==> src/rtl/down_count_monitor_if.sv <==
// Bus between the upstream down counter and the down-count monitor.
// The master drives count samples; the slave reports tracking status.
interface down_count_monitor_if #(
    parameter int unsigned W     = 4,
    parameter int unsigned CNT_W = 8
);
    logic             cnt_valid;
    logic [W-1:0]     cnt_in;
    logic             locked;
    logic             tc_pulse;
    logic             wrap_pulse;
    logic             err_pulse;
    logic [CNT_W-1:0] wrap_count;
    logic [CNT_W-1:0] err_count;
    logic [W-1:0]     last_value;

    modport master (
        output cnt_valid, cnt_in,
        input  locked, tc_pulse, wrap_pulse, err_pulse, wrap_count, err_count, last_value
    );

    modport slave (
        input  cnt_valid, cnt_in,
        output locked, tc_pulse, wrap_pulse, err_pulse, wrap_count, err_count, last_value
    );
endinterface

==> src/rtl/down_count_monitor.sv <==
// Checks that a sampled down-counter steps by exactly -1 (mod 2^W), reporting terminal
// count, wrap and step errors as pulses with saturating tallies and a lock indicator.
module down_count_monitor #(
    parameter int unsigned W      = 4,
    parameter int unsigned CNT_W  = 8,
    parameter int unsigned LOCK_N = 4
) (
    input  logic                 clk,
    input  logic                 reset,
    input  logic                 clear_i,
    down_count_monitor_if.slave  mon_io
);
    localparam int unsigned GoodW = 8;
    localparam logic [GoodW-1:0] LockN = GoodW'(LOCK_N);

    typedef enum logic [1:0] {StIdle, StAcq, StLocked} state_e;

    state_e           state_q, state_d;
    logic [GoodW-1:0] good_q, good_d;
    logic [W-1:0]     last_q, last_d;
    logic [CNT_W-1:0] wrap_cnt_q, wrap_cnt_d;
    logic [CNT_W-1:0] err_cnt_q, err_cnt_d;
    logic             tc_q, tc_d;
    logic             wrap_q, wrap_d;
    logic             err_q, err_d;
    logic [W-1:0]     exp_val;

    always_ff @(posedge clk or posedge reset) begin
        if (reset) begin
            state_q    <= StIdle;
            good_q     <= '0;
            last_q     <= '0;
            wrap_cnt_q <= '0;
            err_cnt_q  <= '0;
            tc_q       <= 1'b0;
            wrap_q     <= 1'b0;
            err_q      <= 1'b0;
        end else begin
            state_q    <= state_d;
            good_q     <= good_d;
            last_q     <= last_d;
            wrap_cnt_q <= wrap_cnt_d;
            err_cnt_q  <= err_cnt_d;
            tc_q       <= tc_d;
            wrap_q     <= wrap_d;
            err_q      <= err_d;
        end
    end

    always_comb begin
        state_d    = state_q;
        good_d     = good_q;
        last_d     = last_q;
        wrap_cnt_d = wrap_cnt_q;
        err_cnt_d  = err_cnt_q;
        tc_d       = 1'b0;
        wrap_d     = 1'b0;
        err_d      = 1'b0;
        exp_val    = last_q - W'(1);

        if (clear_i) begin
            // Clear outranks a simultaneous sample, which is dropped.
            state_d    = StIdle;
            good_d     = '0;
            last_d     = '0;
            wrap_cnt_d = '0;
            err_cnt_d  = '0;
        end else if (mon_io.cnt_valid) begin
            last_d = mon_io.cnt_in;
            unique case (state_q)
                StIdle: begin
                    state_d = StAcq;
                    good_d  = '0;
                end
                StAcq, StLocked: begin
                    if (mon_io.cnt_in == exp_val) begin
                        tc_d   = (mon_io.cnt_in == '0);
                        // A good step out of 0 can only land on all-ones.
                        wrap_d = (last_q == '0);
                        if (wrap_d && (wrap_cnt_q != '1)) begin
                            wrap_cnt_d = wrap_cnt_q + CNT_W'(1);
                        end
                        if (state_q == StAcq) begin
                            good_d = good_q + GoodW'(1);
                            if (good_d == LockN) begin
                                state_d = StLocked;
                            end
                        end
                    end else begin
                        err_d   = 1'b1;
                        good_d  = '0;
                        state_d = StAcq;
                        if (err_cnt_q != '1) begin
                            err_cnt_d = err_cnt_q + CNT_W'(1);
                        end
                    end
                end
                default: state_d = StIdle;
            endcase
        end
    end

    assign mon_io.locked     = (state_q == StLocked);
    assign mon_io.tc_pulse   = tc_q;
    assign mon_io.wrap_pulse = wrap_q;
    assign mon_io.err_pulse  = err_q;
    assign mon_io.wrap_count = wrap_cnt_q;
    assign mon_io.err_count  = err_cnt_q;
    assign mon_io.last_value = last_q;

endmodule

==> src/flat_wrapper.sv <==
// flat-port wrapper written by rule: the top's interface ports become plain ports
module down_count_monitor_flat 
#(
    parameter int unsigned W      = 4,
    parameter int unsigned CNT_W  = 8,
    parameter int unsigned LOCK_N = 4
)
  (clk, reset, clear_i, mon_io_cnt_valid, mon_io_cnt_in, mon_io_locked, mon_io_tc_pulse, mon_io_wrap_pulse, mon_io_err_pulse, mon_io_wrap_count, mon_io_err_count, mon_io_last_value);
  down_count_monitor_if #(.W(W), .CNT_W(CNT_W)) mon_io_i ();
  input  logic clk;
  input  logic reset;
  input  logic clear_i;
  input wire logic [$bits(mon_io_i.cnt_valid)-1:0] mon_io_cnt_valid;
  input wire logic [$bits(mon_io_i.cnt_in)-1:0] mon_io_cnt_in;
  output wire logic [$bits(mon_io_i.locked)-1:0] mon_io_locked;
  output wire logic [$bits(mon_io_i.tc_pulse)-1:0] mon_io_tc_pulse;
  output wire logic [$bits(mon_io_i.wrap_pulse)-1:0] mon_io_wrap_pulse;
  output wire logic [$bits(mon_io_i.err_pulse)-1:0] mon_io_err_pulse;
  output wire logic [$bits(mon_io_i.wrap_count)-1:0] mon_io_wrap_count;
  output wire logic [$bits(mon_io_i.err_count)-1:0] mon_io_err_count;
  output wire logic [$bits(mon_io_i.last_value)-1:0] mon_io_last_value;
  assign mon_io_i.cnt_valid = mon_io_cnt_valid;
  assign mon_io_i.cnt_in = mon_io_cnt_in;
  assign mon_io_locked = mon_io_i.locked;
  assign mon_io_tc_pulse = mon_io_i.tc_pulse;
  assign mon_io_wrap_pulse = mon_io_i.wrap_pulse;
  assign mon_io_err_pulse = mon_io_i.err_pulse;
  assign mon_io_wrap_count = mon_io_i.wrap_count;
  assign mon_io_err_count = mon_io_i.err_count;
  assign mon_io_last_value = mon_io_i.last_value;
  down_count_monitor #(.W(W), .CNT_W(CNT_W), .LOCK_N(LOCK_N)) u_core (.clk(clk), .reset(reset), .clear_i(clear_i), .mon_io(mon_io_i));
endmodule
==> config.mk <==
export PLATFORM = sky130hd
export DESIGN_NAME = down_count_monitor_flat
export DESIGN_NICKNAME = d
export VERILOG_FILES = /design/src/rtl/down_count_monitor_if.sv /design/src/rtl/down_count_monitor.sv /design/src/flat_wrapper.sv
export SDC_FILE = /design/constraint.sdc
export NUM_CORES = 1
export LEC_CHECK = 0
export ABC_AREA = 1
export CORE_MARGIN = 3
export CORE_UTILIZATION = 58
export DETAILED_ROUTE_END_ITERATION = 6
export PLACE_DENSITY_LB_ADDON = 0.3
export SLEW_MARGIN = 15
export SYNTH_ARGS = -nofsm -noshare
export SYNTH_HDL_FRONTEND = slang
export SYNTH_SLANG_ARGS = --single-unit
export TNS_END_PERCENT = 10
==> constraint.sdc <==
create_clock -name clk -period 3.15 [get_ports clk]
set_clock_uncertainty 0.05 [all_clocks]
set_input_delay 0.315 -clock clk [delete_from_list [all_inputs] [get_ports clk]]
set_output_delay 0.315 -clock clk [all_outputs]
set_load 0.05 [all_outputs]
==> impl_metrics.toml, run 1 <==
[clocking]
cts_sinks = 33
clk_pin_slew_worst_paths_ns = 0.07
post-cts-setup-buffer-count = 0
htreeDepth = 2
cts_resized = 0
cts_root_buf = "clkbuf_8"
cts_max_path_buffers = 2
clk-insertion-delay-late_ns = 0.28
cts_buffers = 5
ctsHoldBuffers = 0
cts_tree = "done"

[floorplanning]
fp-row-count = 21
core_area_mm2 = 0.00344
pin_count = 32
die_y_um = 66.5
die-area_mm2 = 0.00442
die_w_um = 66.5
start_util_pct = 61.7

[power_and_ir_drop]
p_int_w = 0.000677
ir_drop_mv = 0.249
comb_power_share_pct = 21.1
p_leak_nw = 1.28
switchingPower_w = 0.000301
p_per_area_mw_per_mm2 = 382
seq_power_share_pct = 46.3
pwr-share-clk_pct = 32.5
power.share.switching_pct = 30.8

[drt]
finalWirelength_mm = 4.37
drc = 0
dr.pass1.iters = 5
vias = 1890
antenna_left = 0
via_per_inst = 5.32
routedWlPerCell_um = 12.3
drtIter0Drc = 130

[global_route]
grt-ovfl-total = 0
grt.total_usage_pct = 21.9
grt_max_degree = 34
grt_pass1_vias = 1738
grt_antenna_before_repair = 0
grt_pass1_wl_mm = 7.40

[sta]
rsz0062_at_grt = "false"
setup_viol = 0
fmax_mhz = 476
period_minus_slack_ns = 2.10
hold_violations = 0
slew_headroom_pct = 66.4
worstMarginPinSlew_ns = 0.502
tns_ns = 0
final-max-slew-violation-count = 0
hold_ws_ns = 0.375
period_share_pct = 66.6

[synthesis]
syn-num-nets = 291
yosys-top-cells-area = "dfrtp_1 (39%), nand2_1 (14%), nand3_1 (7.5%)"
syn_inst = 274
synth_top_area_share_pct = 38.9
postSynthAreaPerCell_um2 = 7.75
synth-seq-cells = 33
yosys_warnings = 0
ys_seq_area_share_pct = 38.9
ys_types = 32
syn_area_mm2 = 0.00212
yosysTopAreaCell = "dfrtp_1"

[worst_setup_path]
critPathKind = "flip-flop to output port"
cp_max_fo = 4
cp_data_required_time_ns = 2.78
path_delay_family = "buffers and inverters"
critPathLaunch = "u_core.state_q[0]"
worst_r2r_path_depth = 12
max_stage_delay_ns = 0.80
critical_path_arrival_ns = 1.73
r2r-start = "u_core.mon_io.last_value[0]"
cp.depth = 3
path_buf_inv = 2
end_kind = "output port"
start_kind = "flip-flop"
critical_path.cell_chain = "inv_1, ha_1, clkdlybuf4s50_1"
worst_path_max_delay_cell = "clkdlybuf4s50_1"

[layout]
fill_cells = 258
regArea_um2 = 826
stdcell_count = 355
layout.nets = 326
area_growth_pct = 20.4
drive_above_1_share_pct = 9.71
multi_input_area_mm2 = 0.00112
diodes = 0

[place]
gp_congestion = 0.852
io_buffers = 31
dp.cells = 348
hpwl_mm = 3.19

[min_path]
hold_class = "primary input to async pin"

[status]
status = "finished, final reports clean"

[run]
max-cap-violations = 0
## synthesized netlist by cell type
| master | number |
|---|---|
| nand2_1 | 77 |
| dfrtp_1 | 33 |
| nand3_1 | 32 |
| inv_1 | 31 |
| nor2_1 | 22 |
| xor2_1 | 11 |
| ha_1 | 9 |
| o21ai_1 | 7 |
| nand4_1 | 6 |
| o21ai_0 | 6 |
| nand2_2 | 5 |
| nor3_1 | 5 |
| nand3_2 | 4 |
| o21ai_2 | 3 |
| o22ai_1 | 3 |
| a31oi_1 | 2 |
| inv_2 | 2 |
| nor3b_1 | 2 |
| buf_2 | 1 |
| buf_4 | 1 |
| buf_6 | 1 |
| bufinv_8 | 1 |
| clkbuf_1 | 1 |
| clkinv_4 | 1 |
| nand2_4 | 1 |
| nand2_8 | 1 |
| nand3_4 | 1 |
| nand4_2 | 1 |
| nor2_4 | 1 |
| nor2_8 | 1 |
| or2_2 | 1 |
| xnor2_1 | 1 |
## layer usage
metal,vias up,routed length [um],global-route usage (%)
met1,865,1900,26.9
met4,0,28,8.63
met5,-,0,0
met3,4,227,4.89
met2,68,2210,37.1
li1,953,-,-
## cells in the final DEF, fill, tap and decap left out
cell type,instances
ha_1,9
clkbuf_8,6
nand3_2,4
a31oi_1,2
nand2_2,5
o21ai_2,3
nor2_8,1
buf_4,1
inv_2,2
nand2_8,1
nor3_1,5
nand2_1,77
xnor2_1,1
o21ai_1,7
nor2_1,22
clkdlybuf4s50_1,31
nand2_4,1
or2_2,1
xor2_1,11
clkbuf_1,1
inv_1,31
dfrtp_1,33
o21ai_0,6
bufinv_8,1
nor2_4,1
nand4_2,1
o22ai_1,3
nand3_4,1
clkinv_4,1
nor3b_1,2
nand3_1,32
nand4_1,6
## final timing paths
path	to	slack, ns
setup reg to reg	u_core.mon_io.err_count[4]	1.13
setup / recovery	mon_io_locked	1.05
min in group clk	u_core.good_q[6]	0.48
hold / removal	u_core.state_q[1]	0.37
max in group asynchronous	u_core.mon_io.wrap_count[0]	2.36
hold reg to reg	u_core.good_q[6]	0.48
## power by group through the flow
stage,Sequential (W),Clock [W],Combinational (W)
final,0.000453,0.000318,0.000207
after global routing,0.000455,0.000343,0.000226
after CTS,0.000453,0.000326,0.000207
after detailed placement,0.000461,0,0.000207
after global placement,0.000460,0,0.000202
after floorplan,0.000497,0,0.000114
## flip-flops by register name (all words and copies together), names as in the netlist
register	flops
u_core.good_q	8
u_core.mon_io.err_count	8
u_core.mon_io.wrap_count	8
u_core.mon_io.last_value	4
u_core.state_q	2
u_core.mon_io.err_pulse	1
u_core.mon_io.tc_pulse	1
u_core.mon_io.wrap_pulse	1
## area by class of cell
cell class | instances | share of cell area [%]
multi-input cells | 202 | 43.8
repair buffers | 32 | 12.4
well taps | 46 | 2.25
clock buffers | 7 | 3.38
flip-flops and latches | 33 | 32.3
inverters | 35 | 5.87
## logic make-up (layout without fill, tap and decap cells)
kind of cell             after synthesis  in the layout  share of synthesized area [%]
AO/OA/AOI/OAI                         21             21                           5.78
flip-flops                            33             33                           38.9
adder cells (fa/ha/maj)                9              9                           5.30
buffers and inverters                 39             74                           8.37
AND/OR/NAND/NOR                      160            160                           36.7
XOR/XNOR                              12             12                           4.95
## worst reg2reg max path, stage by stage, from the launching register on
cell     delay [ns]
dfrtp_1        0.41
inv_2          0.07
ha_1           0.30
nand2_1        0.07
inv_1          0.04
nor2_1         0.07
nand2_1        0.09
nor2_4         0.17
nand2_4        0.12
nand2_2        0.21
nand2_1        0.15
nand2_1        0.10
nand2_1        0.05
## metrics by stage
stage	cell area, um2	total power (W)	util [%]	worst slack [ns]
after detailed placement	2470	0.000668	71.8	0.931
final	2560	0.000978	74.3	1.05
after global placement	2470	0.000662	71.8	0.985
after floorplan	2120	0.000611	-	1.05
after global routing	2560	0.00102	74.3	0.985
after CTS	2560	0.000987	74.3	1.04
Power figures use the tool's default switching activity.
==> run 2, diff against run 1 <==
Settings changed: CORE_UTILIZATION 58 to 49.
Clock period 3.15 ns to 1.75 ns, I/O delays scaled along.
==> impl_metrics.toml, run 2 (synthesis gave the netlist of run 1 again) <==
[status]
status = "finished with violations"
violations = "negative setup slack"

[drt]
antenna_left = 0
finalWirelength_mm = 4.66
drc = 0
routedWlPerCell_um = 12.1
drtIter0Drc = 79
dr.pass1.iters = 6
vias = 1946
via_per_inst = 5.07

[layout]
area_growth_pct = 31.2
final_common_cell = "nand2_1"
multi_input_area_mm2 = 0.00117
drive_above_1_share_pct = 27.2
mostFrequentLayoutCells = "nand2_1 (71), buf_4 (41), nand3_1 (32), inv_1 (29), dfrtp_1 (27)"
regArea_um2 = 833
diodes = 0
fill_cells = 341
layout.nets = 350

[worst_setup_path]
end_kind = "flip-flop"
max_stage_delay_ns = 0.41
start_kind = "flip-flop"
critPathLaunch = "u_core.mon_io.last_value[0]"
cpMostUsedCell = "nand2_2"
r2r-start = "u_core.mon_io.last_value[0]"
worst_path_max_delay_cell = "dfrtp_2"
cp_data_required_time_ns = 1.93
cp_max_fo = 8
critical_path_arrival_ns = 1.97
critPathKind = "flip-flop to flip-flop"
critical_path.cell_chain = "inv_2, ha_4, nand2_2, inv_2, nor2_2, nand2_2, nor2_4, nand2_4, clkinv_4, nand3_4, nand2_8, nand3_2, nand2_2"

[clocking]
htreeDepth = 2
cts_buffers = 5
clk_pin_slew_worst_paths_ns = 0.07
cts_root_buf = "clkbuf_8"
ctsHoldBuffers = 0
clk-insertion-delay-late_ns = 0.29
cts_tree = "done"
cts_sinks = 33
cts_max_path_buffers = 2

[sta]
hold_ws_ns = 0.220
fin_ws_ns = -0.0402
period_minus_slack_ns = 1.79
period_share_pct = 102
hold_violations = 0
worstMarginPinSlew_ns = 0.487
slew_headroom_pct = 67.4
tns_ns = -0.354
setup_viol = 16
final-max-slew-violation-count = 0
fmax_mhz = 559
rsz0062_at_grt = "true"

[power_and_ir_drop]
seq_power_share_pct = 42.5
pwr-share-clk_pct = 33.5
switchingPower_w = 0.000587
power.share.switching_pct = 30.9
ir_drop_mv = 0.439
p_per_area_mw_per_mm2 = 683
p_leak_nw = 1.45
p_int_w = 0.00132
comb_power_share_pct = 23.9

[global_route]
grt_max_degree = 34
grt_pass1_vias = 1937
grt_pass1_wl_mm = 8.22
grt-ovfl-total = 0
grt.total_usage_pct = 19.7
grt_antenna_before_repair = 0

[min_path]
hold_class = "primary input to async pin"

[place]
io_buffers = 31
place_ws_ns = -0.0823
hpwl_mm = 3.36
gp_congestion = 0.838

[floorplanning]
die_w_um = 71.8
pin_count = 32
die-area_mm2 = 0.00516
fp-row-count = 23
die_y_um = 71.8
core_area_mm2 = 0.00409
start_util_pct = 52.0

[run]
max-cap-violations = 0
-- run 2: cell count changes in the layout (fill, tap and decap cells not counted), sizes merged --
| cell | previous run | this run |
|---|---|---|
| clkdlybuf4s50 | 31 | 12 |
| buf | 1 | 43 |
| nand2 | 84 | 85 |
| clkinv | 1 | 2 |
-- run 2: cell type report --
type,instances,area share (%)
Multi-Input combinational cell,203,42.0
Sequential cell,33,29.9
Timing Repair Buffer,55,16.8
Inverter,35,5.39
Clock buffer,7,3.46
Tap cell,50,2.25
Clock inverter,1,0.180
-- run 2: worst max-delay path, delay by kind of cell, from the launching register on --
kind          cells  cell delay (ns)
fa+ha+maj         1             0.20
flops             1             0.41
simple gates      9             0.88
buf+inv           3             0.18
-- run 2: what timing repair did --
| item | 4_1_cts | 5_1_grt |
|---|---|---|
| setup buffers | 0 | 3 |
| endpoints found under the setup margin | 17 | 26 |
| pin swaps | 3 | 8 |
| gates resized for setup | 2 | 5 |
| cloned | 0 | 1 |
-- run 2: worst paths after layout --
| path | endpoint | slack, ns | depth (start not counted) |
|---|---|---|---|
| min | u_core.good_q[0] | 0.22 | 3 |
| max | u_core.mon_io.wrap_count[6] | -0.04 | 13 |
| min in group clk | u_core.good_q[6] | 0.47 | 2 |
| max reg2reg | u_core.mon_io.wrap_count[6] | -0.04 | 13 |
| min reg2reg | u_core.good_q[6] | 0.47 | 2 |
| max in group asynchronous | u_core.mon_io.last_value[1] | 1.10 | 3 |
-- run 2: power by group through the flow --
| stage | logic (W) | clock network, W | registers (W) |
|---|---|---|---|
| after detailed placement | 0.000440 | 0 | 0.000823 |
| final | 0.000455 | 0.000638 | 0.000809 |
| after CTS | 0.000444 | 0.000653 | 0.000808 |
| after global routing | 0.000498 | 0.000680 | 0.000811 |
| after global placement | 0.000433 | 0 | 0.000821 |
| after floorplan | 0.000214 | 0 | 0.000898 |
-- run 2: per-stage QoR --
stage	cell area, um2	util, %	power (W)	cells
global placement	2640	64.6	0.00125	372
floorplan	2160	-	0.00111	274
detailed placement	2640	64.6	0.00126	372
finish	2790	68.2	0.00190	384
global route	2790	68.2	0.00199	384
CTS	2740	67.1	0.00191	380
-- run 2: routing by layer --
metal / global-route usage, % / up-vias / routed length [um]
li1: - / 999 / -
met1: 25.2 / 892 / 2040
met2: 32.6 / 47 / 2320
met3: 4.07 / 8 / 237
met4: 7.52 / 0 / 63
met5: 0 / - / 0
